[src/rtl/text_buffer_ctrl.sv]
// text_buffer_ctrl
//   Owns the ROWS x COLS character buffer read by the pixel encoder and sequences every
//   write into it from a byte stream (keyboard/UART) arriving over valid/ready.
//   Handles the cursor, newline (0x0A/0x0D), backspace (0x08), clear-screen (0x0C),
//   line wrap and end-of-screen. The display read port is asynchronous and is never
//   stalled by writes; partially cleared screens are visible while a sequence runs.
//
//   Optional feature: define SCROLL_EN to scroll the screen up at end-of-screen instead
//   of wrapping the cursor back to row 0.
//
// Ports
//   clk        in   system clock
//   reset      in   synchronous active-high reset (aborts any sequence, starts a clear)
//   in_valid   in   in_char is valid
//   in_char    in   input byte
//   in_ready   out  a byte can be accepted this cycle (only when idle)
//   rd_row     in   display read row
//   rd_col     in   display read column
//   rd_char    out  character at (rd_row, rd_col); BLANK when out of range
//   cursor_row out  current cursor row
//   cursor_col out  current cursor column
//   busy       out  multi-cycle sequence in progress (~in_ready)
module text_buffer_ctrl #(
    parameter int unsigned ROWS      = 7,
    parameter int unsigned COLS      = 20,
    parameter logic [7:0]  BLANK     = 8'h20,
    parameter logic [7:0]  MAX_GLYPH = 8'h81
) (
    input  logic       clk,
    input  logic       reset,
    input  logic       in_valid,
    input  logic [7:0] in_char,
    output logic       in_ready,
    input  logic [3:0] rd_row,
    input  logic [5:0] rd_col,
    output logic [7:0] rd_char,
    output logic [3:0] cursor_row,
    output logic [5:0] cursor_col,
    output logic       busy
);

    localparam int unsigned CELLS    = ROWS * COLS;
    localparam logic [3:0]  LAST_ROW = 4'(ROWS - 1);
    localparam logic [5:0]  LAST_COL = 6'(COLS - 1);

`ifdef SCROLL_EN
    localparam logic [3:0]  LAST_SRC = 4'(ROWS - 2);
    typedef enum logic [1:0] {StIdle, StClear, StLineClr, StScroll} state_e;
`else
    typedef enum logic [1:0] {StIdle, StClear, StLineClr} state_e;
`endif

    state_e     state_q, state_d;
    logic [3:0] cur_row_q, cur_row_d;
    logic [5:0] cur_col_q, cur_col_d;
    logic [3:0] seq_row_q, seq_row_d;
    logic [5:0] seq_col_q, seq_col_d;
    logic       in_ready_q;

    logic [7:0] ram [CELLS];
    logic       ram_we;
    logic [7:0] ram_waddr;
    logic [7:0] ram_wdata;

    logic       accept;
    logic       printable;
    logic       do_advance;

    function automatic logic [7:0] addr_of(input logic [3:0] r, input logic [5:0] c);
        return 8'(r) * 8'(COLS) + 8'(c);
    endfunction

    assign accept    = in_valid & in_ready_q;
    assign printable = (in_char >= 8'h20) && (in_char <= MAX_GLYPH) && (in_char != 8'h7F);

    always_comb begin
        state_d    = state_q;
        cur_row_d  = cur_row_q;
        cur_col_d  = cur_col_q;
        seq_row_d  = seq_row_q;
        seq_col_d  = seq_col_q;
        ram_we     = 1'b0;
        ram_waddr  = addr_of(cur_row_q, cur_col_q);
        ram_wdata  = BLANK;
        do_advance = 1'b0;

        unique case (state_q)
            StIdle: begin
                if (accept) begin
                    if (printable) begin
                        ram_we    = 1'b1;
                        ram_wdata = in_char;
                        if (cur_col_q == LAST_COL) begin
                            do_advance = 1'b1;
                        end else begin
                            cur_col_d = cur_col_q + 6'd1;
                        end
                    end else if (in_char == 8'h0A || in_char == 8'h0D) begin
                        do_advance = 1'b1;
                    end else if (in_char == 8'h08) begin
                        if (cur_col_q != 6'd0) begin
                            cur_col_d = cur_col_q - 6'd1;
                            ram_we    = 1'b1;
                            ram_waddr = addr_of(cur_row_q, cur_col_q - 6'd1);
                        end else if (cur_row_q != 4'd0) begin
                            cur_row_d = cur_row_q - 4'd1;
                            cur_col_d = LAST_COL;
                            ram_we    = 1'b1;
                            ram_waddr = addr_of(cur_row_q - 4'd1, LAST_COL);
                        end
                    end else if (in_char == 8'h0C) begin
                        cur_row_d = 4'd0;
                        cur_col_d = 6'd0;
                        seq_row_d = 4'd0;
                        seq_col_d = 6'd0;
                        state_d   = StClear;
                    end
                end
            end
            StClear: begin
                ram_we    = 1'b1;
                ram_waddr = addr_of(seq_row_q, seq_col_q);
                if (seq_col_q == LAST_COL) begin
                    seq_col_d = 6'd0;
                    if (seq_row_q == LAST_ROW) begin
                        state_d = StIdle;
                    end else begin
                        seq_row_d = seq_row_q + 4'd1;
                    end
                end else begin
                    seq_col_d = seq_col_q + 6'd1;
                end
            end
            StLineClr: begin
                ram_we    = 1'b1;
                ram_waddr = addr_of(seq_row_q, seq_col_q);
                if (seq_col_q == LAST_COL) begin
                    state_d = StIdle;
                end else begin
                    seq_col_d = seq_col_q + 6'd1;
                end
            end
`ifdef SCROLL_EN
            StScroll: begin
                // Copy the cell one row below into the current cell.
                ram_we    = 1'b1;
                ram_waddr = addr_of(seq_row_q, seq_col_q);
                ram_wdata = ram[addr_of(seq_row_q + 4'd1, seq_col_q)];
                if (seq_col_q == LAST_COL) begin
                    seq_col_d = 6'd0;
                    if (seq_row_q == LAST_SRC) begin
                        seq_row_d = LAST_ROW;
                        state_d   = StLineClr;
                    end else begin
                        seq_row_d = seq_row_q + 4'd1;
                    end
                end else begin
                    seq_col_d = seq_col_q + 6'd1;
                end
            end
`endif
            default: begin
                state_d = StClear;
            end
        endcase

        // Newline / wrap: cursor moves to column 0 of the next line, which is cleared.
        if (do_advance) begin
            cur_col_d = 6'd0;
            seq_col_d = 6'd0;
            if (cur_row_q != LAST_ROW) begin
                cur_row_d = cur_row_q + 4'd1;
                seq_row_d = cur_row_q + 4'd1;
                state_d   = StLineClr;
            end else begin
`ifdef SCROLL_EN
                seq_row_d = 4'd0;
                state_d   = StScroll;
`else
                cur_row_d = 4'd0;
                seq_row_d = 4'd0;
                state_d   = StLineClr;
`endif
            end
        end
    end

    always_ff @(posedge clk) begin
        if (reset) begin
            state_q    <= StClear;
            cur_row_q  <= 4'd0;
            cur_col_q  <= 6'd0;
            seq_row_q  <= 4'd0;
            seq_col_q  <= 6'd0;
            in_ready_q <= 1'b0;
        end else begin
            state_q    <= state_d;
            cur_row_q  <= cur_row_d;
            cur_col_q  <= cur_col_d;
            seq_row_q  <= seq_row_d;
            seq_col_q  <= seq_col_d;
            in_ready_q <= (state_d == StIdle);
        end
    end

    // Storage is not reset; the clear sequence started by reset initialises it.
    always_ff @(posedge clk) begin
        if (!reset && ram_we) begin
            ram[ram_waddr] <= ram_wdata;
        end
    end

    always_comb begin
        rd_char = BLANK;
        if (rd_row < 4'(ROWS) && rd_col < 6'(COLS)) begin
            rd_char = ram[addr_of(rd_row, rd_col)];
        end
    end

    assign in_ready   = in_ready_q;
    assign busy       = ~in_ready_q;
    assign cursor_row = cur_row_q;
    assign cursor_col = cur_col_q;

endmodule

[config.mk]
export PLATFORM = sky130hd
export DESIGN_NAME = text_buffer_ctrl
export DESIGN_NICKNAME = d
export VERILOG_FILES = /design/src/rtl/text_buffer_ctrl.sv
export SDC_FILE = /design/constraint.sdc
export NUM_CORES = 1
export LEC_CHECK = 0
export ABC_AREA = 1
export ABC_CLOCK_PERIOD_IN_PS = 21800
export CAP_MARGIN = 30
export CORE_UTILIZATION = 25
export DETAILED_ROUTE_END_ITERATION = 8
export GPL_TIMING_DRIVEN = 0
export PLACE_DENSITY = 0.37
export SYNTH_ARGS = -nofsm -noshare
export SYNTH_HDL_FRONTEND = slang
export SYNTH_SLANG_ARGS = --single-unit
[constraint.sdc]
create_clock -name clk -period 21.8 [get_ports clk]
set_clock_uncertainty 0.2 [all_clocks]
set_input_delay 3.27 -clock clk [delete_from_list [all_inputs] [get_ports clk]]
set_output_delay 3.27 -clock clk [all_outputs]
set_load 0.01 [all_outputs]
==> flow_summary.ini, run 1 <==
[status]
status = complete, no violations

[power_and_ir_drop]
p_per_area_nw_per_um2 = 86.6
p_leak_nw = 22.4
finalPower_mw = 5.22
vdd_drop_max_mv = 0.0527

[yosys]
async_flop_share_pct = 0
syn-cell-area_um2 = 49000
synth_cell_types = 45
yosys.area_share.simple_pct = 21.6
synth_top_family_by_area = simple AND/OR/NAND/NOR gates
synthXorXnorAreaFrac_pct = 0.429
synth_edf_count = 1120
synth_nets = 4339
ys.flop_type = edfxtp_1
synth-compound-area-share_pct = 3.90
yosysSeqAreaShare_pct = 69.6
ys_ff_latch = 1143
synth_adder_area_share_pct = 1.45
avgSynthCellArea_um2 = 11.5
synth_mux_area_share_pct = 0
synthesis.instances = 4266
yosys_warnings = 0

[layout]
final_area_um2 = 60200
final_common_cell = edfxtp_1
fillerInstances = 20000
syn_to_final_growth_pct = 23.0
mostFrequentLayoutCells = 1120 x edfxtp_1, 1035 x nand2_1, 896 x nand3_1, 302 x nor2_1, 160 x o21ai_0
drive_gt1_share_pct = 13.6
instances_no_fill = 7420
final_nets = 4752

[setup_path]
crit_path_end_kind = primary output
crit_fanout = 10
path_class = in -> out
start_kind = input pin
worstPathArrival_ns = 8.29
worstPathRequired_ns = 18.33

[place]
post_dp_cell_area_um2 = 56000
dp_hpwl_mm = 189
place_congestion = 0.954
port_buffers = 38
dp_slack_ns = 10.16
dp_cells = 7159

[route]
vias_per_cell = 5.18
dr.pass1.iters = 6
vias = 38400
drc = 0
wl_per_cell_um = 36.0
wl_mm = 267
drt_iter0_drc = 5283
drt.antenna.violating_nets = 0

[sta]
fin_crit_ns = 11.76
rsz0062_at_grt = no
setup_viol = 0
fin_ws_ns = 10.04
hold_viol = 0
fmax_mhz = 85.0
report.final.slew_viol_count = 0
slew-limit-headroom_pct = 25.0
tightest_slew_ns = 1.12
period_share_pct = 53.9

[grt]
grt_use_met2_pct = 40.7
grt_pass1_wl_mm = 346
grt_usage_pct = 26.5
top_usage_layer = met2
grt_antenna_before_repair = 30
grt_pass1_vias = 36000
gr-usage-met1_pct = 34.2
grt_use_met3_pct = 6.39
grt_overflow = 0
grt_max_degree = 73

[clocking]
clk_latency_ns = 0.81
clockBufferDepth = 3
h-tree-depth = 4
clkTransAtPathRegs_ns = 0.05
cts_sinks = 1143
hold_buffers = 0
ctsResizeCount = 0
clockRootBuffer = clkbuf_16
cts_tree = yes
cts_setup_buffers = 0
cts_buffers = 137

[hold_path]
hold_class = reg -> reg

[floorplanning]
die_w_um = 445
die_area_um2 = 198000
row_count = 162
core_area_um2 = 195000
initial_utilization_pct = 25.1
ios = 41
fp.dieH_um = 445

[run]
maxCapViolations = 0
[Yosys cell counts, types with 5 or more instances]
cell type	instances	area, um2
a221o_1	7	70.1
ha_1	44	551
xnor2_1	5	43.8
a31oi_1	7	43.8
nand2_1	1035	3880
nand4_1	7	43.8
nand2_4	9	101
nand3_1	897	4490
a21oi_1	83	415
dfxtp_1	23	460
inv_2	8	30.0
clkbuf_1	145	544
nor3_1	9	45.0
nor2_2	25	156
nor2_4	8	90.1
o21ai_0	160	801
fa_1	8	160
xor2_1	19	166
buf_2	59	295
edfxtp_1	1120	33600
o22ai_1	15	93.8
buf_6	6	67.6
o211ai_1	49	368
inv_1	96	360
nand2_2	15	93.8
nand3_4	12	210
nor2_1	311	1170
buf_1	47	176
[path summary, 6_finish.rpt]
kind / startpoint / endpoint / slack, ns / cells past startpoint
setup / recovery: rd_row[0] / rd_char[4] / 10.04 / 15
hold / removal: seq_col_q[0]$_SDFFE_PP0P_ / seq_col_q[0]$_SDFFE_PP0P_ / 0.33 / 2
setup reg to reg: cursor_row[0]$_SDFFE_PP0P_ / ram[128][2]$_DFFE_PP_ / 16.21 / 19
hold reg to reg: seq_col_q[0]$_SDFFE_PP0P_ / seq_col_q[0]$_SDFFE_PP0P_ / 0.33 / 2
[where the power goes]
part / switching (mW) / leakage [nW] / internal (mW) / total, mW
Clock: 0.985 / 2.03 / 1.22 / 2.21
Combinational: 0.492 / 8.06 / 0.139 / 0.631
Sequential: 0.00105 / 12.3 / 2.38 / 2.38
[sequential cells by signal, indices dropped and copies added (netlist names)]
signal / cells
state_q: 2
cursor_col: 6
ram: 1120
seq_row_q: 4
seq_col_q: 6
in_ready: 1
cursor_row: 4
[metal layers]
layer | up-vias | share of wire [%] | wire length (um)
met5 | - | 0.042 | 112
met4 | 16 | 6.2 | 16600
met3 | 556 | 8.8 | 23500
met2 | 2145 | 44 | 118000
met1 | 19700 | 41 | 108000
li1 | 16100 | - | -
[per-stage QoR]
| step | util, % | TNS, ns | hold WS (ns) |
|---|---|---|---|
| finish | 30.9 | 0 | 0.325 |
| global route | 30.9 | 0 | 0.353 |
| CTS | 30.9 | 0 | 0.327 |
| detailed placement | 28.7 | 0 | 0.313 |
| global placement | 27.0 | -18.58 | 0.318 |
| floorplan | - | 0 | 0.269 |
[cell type report]
type | count | area, um2 | share of cell area, %
flip-flops and latches | 1143 | 34100 | 56.6
multi-input cells | 2757 | 13500 | 22.3
repair buffers | 274 | 3620 | 6.02
clock buffers | 173 | 3610 | 5.99
well taps | 2624 | 3280 | 5.45
plain buffers | 258 | 1170 | 1.94
clock inverters | 70 | 569 | 0.945
inverters | 108 | 408 | 0.677
diodes | 13 | 32.5 | 0.0540
[logic make-up after synthesis]
family | count (synthesis)
simple gates | 2346
flops | 1143
buf+inv | 366
compound gates | 335
fa+ha+maj | 52
xor+xnor | 24
[critical path, cell delays in order]
cell	delay, ns
clkdlybuf4s50_1	0.46
ha_1	0.25
fa_1	0.50
clkbuf_1	0.67
inv_2	0.39
buf_1	0.46
buf_8	0.29
nand3_1	0.25
nand3_1	0.11
nand3_1	0.28
nand3_1	0.15
nand3_1	0.34
o211ai_1	0.17
inv_1	0.11
clkdlybuf4s50_1	0.54
Power figures use the tool's default switching activity.
==> run 2, diff against run 1 <==
ABC_CLOCK_PERIOD_IN_PS = 9850   (was 21800)
PLACE_DENSITY = 0.38   (was 0.37)
clock period = 9.85 ns   (was 21.8 ns; I/O delays follow)
==> flow_summary.ini, run 2 (synthesis results as in run 1) <==
[route]
wl_per_cell_um = 34.9
drt_iter0_drc = 5727
vias_per_cell = 5.17
dr.pass1.iters = 5
drt.antenna.violating_nets = 0
vias = 38100
drc = 0
wl_mm = 257

[hold_path]
min_to = seq_col_q[1]$_SDFFE_PP0P_
hold_path.startpoint = seq_col_q[1]$_SDFFE_PP0P_
hold_class = reg -> reg
holdPathStages = 2

[power_and_ir_drop]
p_per_area_nw_per_um2 = 194
finalPower_mw = 11.6
p_leak_nw = 22.2
vdd_drop_max_mv = 0.195

[run]
maxCapViolations = 0

[place]
dp_slack_ns = 1.87
dp_hpwl_mm = 182
port_buffers = 38
place_congestion = 0.968
post_dp_cell_area_um2 = 55600
dp_cells = 7131

[setup_path]
cp_slowest_cell = buf_2
regToRegStartpoint = cursor_row[1]$_SDFFE_PP0P_
crit_fanout = 10
worstPathArrival_ns = 6.58
path_class = in -> out
r2r_end = ram[48][4]$_DFFE_PP_
reg2regPathDepth = 18
reg2reg_slack_ns = 4.26
crit_path_end_kind = primary output
worstPathRequired_ns = 8.17
path_common_cell = nand3_1
cp_cell_sequence = clkdlybuf4s50_1 > ha_1 > fa_1 > clkbuf_1 > inv_2 > buf_2 > nand3_1 > nand3_1 > nand3_1 > nand3_1 > nand3_1 > o211ai_1 > inv_1 > clkdlybuf4s50_1
max_stage_delay_ns = 0.71
startpoint = rd_row[0]
start_kind = input pin

[layout]
largest_register_ffs = 1120
final_common_cell = edfxtp_1
instances_no_fill = 7381
syn_to_final_growth_pct = 22.2
multi_input_area_um2 = 13400
fillerInstances = 20000
largest-register = ram
final_nets = 4722
final_area_um2 = 59900
mostFrequentLayoutCells = 1120 x edfxtp_1, 1035 x nand2_1, 896 x nand3_1, 307 x nor2_1, 160 x o21ai_0
drive_gt1_share_pct = 13.0
regArea_um2 = 34100

[floorplanning]
die_area_um2 = 198000
die_w_um = 445
initial_utilization_pct = 25.1
ios = 41
row_count = 162
core_area_um2 = 195000
fp.dieH_um = 445

[clocking]
clk_latency_ns = 0.78
clockRootBuffer = clkbuf_16
ctsResizeCount = 0
cts_sinks = 1143
clockBufferDepth = 3
clkTransAtPathRegs_ns = 0.05
cts_setup_buffers = 0
cts_tree = yes
cts_buffers = 134
h-tree-depth = 4
hold_buffers = 0

[sta]
hold_viol = 0
fmax_mhz = 121
slew-limit-headroom_pct = 21.4
fin_ws_ns = 1.59
rsz0062_at_grt = no
fin_crit_ns = 8.26
tightest_slew_ns = 1.18
report.final.slew_viol_count = 0
setup_viol = 0
period_share_pct = 83.8

[grt]
grt_usage_pct = 25.6
grt_pass1_wl_mm = 335
grt_antenna_before_repair = 26
grt_overflow = 0
grt_max_degree = 57
grt_pass1_vias = 35400

[status]
status = complete, no violations
-- run 2: cell types whose count changed in the layout (fill, tap and decap cells not counted), sizes merged --
cell	previous run	this run
buf	349	322
clkinv	61	48
bufinv	4	9
diode	13	10
clkbuf	318	316
inv	110	112
clkinvlp	3	2
-- run 2: power breakdown --
part / internal (mW) / switching [mW]
Combinational: 0.302 / 1.07
Sequential: 5.26 / 0.00209
Clock: 2.83 / 2.13
-- run 2: routing by layer --
metal | part of all wire (%) | global-route usage (%) | up-vias
li1 | - | - | 16000
met1 | 40 | 34.0 | 19300
met2 | 43 | 38.6 | 2276
met3 | 11 | 6.58 | 543
met4 | 5.7 | 12.5 | 10
met5 | 0.074 | 0 | -
-- run 2: worst max-delay path by stage --
stage | end | depth (start not counted) | slack [ns]
finish | rd_char[0] | 14 | 1.59
global route | rd_char[0] | 14 | 1.76
CTS | rd_char[0] | 14 | 1.87
detailed placement | rd_char[0] | 14 | 1.87
global placement | ram[62][2]$_DFFE_PP_ | 5 | -10.06
floorplan | ram[0][2]$_DFFE_PP_ | 6 | 1.03
-- run 2: final cells by class --
type / count / area share (%)
clock buffers: 171 / 6.05
inverters: 108 / 0.681
repair buffers: 247 / 5.44
diodes: 10 / 0.0418
plain buffers: 258 / 1.96
clock inverters: 63 / 0.953
well taps: 2624 / 5.48
flip-flops and latches: 1143 / 56.9
multi-input cells: 2757 / 22.5
-- run 2: through the flow --
stage	utilization (%)	hold WS [ns]	TNS [ns]
4_1_cts	30.7	0.322	0
5_1_grt	30.7	0.352	0
6_report	30.7	0.319	0
3_3_place_gp	27.0	0.307	-5465.37
3_5_place_dp	28.5	0.312	0
2_1_floorplan	-	0.269	0
-- run 2: worst max-delay path, delay by kind of cell --
| kind | cells | cell delay (ns) |
|---|---|---|
| compound gates | 1 | 0.39 |
| fa+ha+maj | 2 | 0.67 |
| buf+inv | 6 | 2.48 |
| simple gates | 5 | 1.50 |
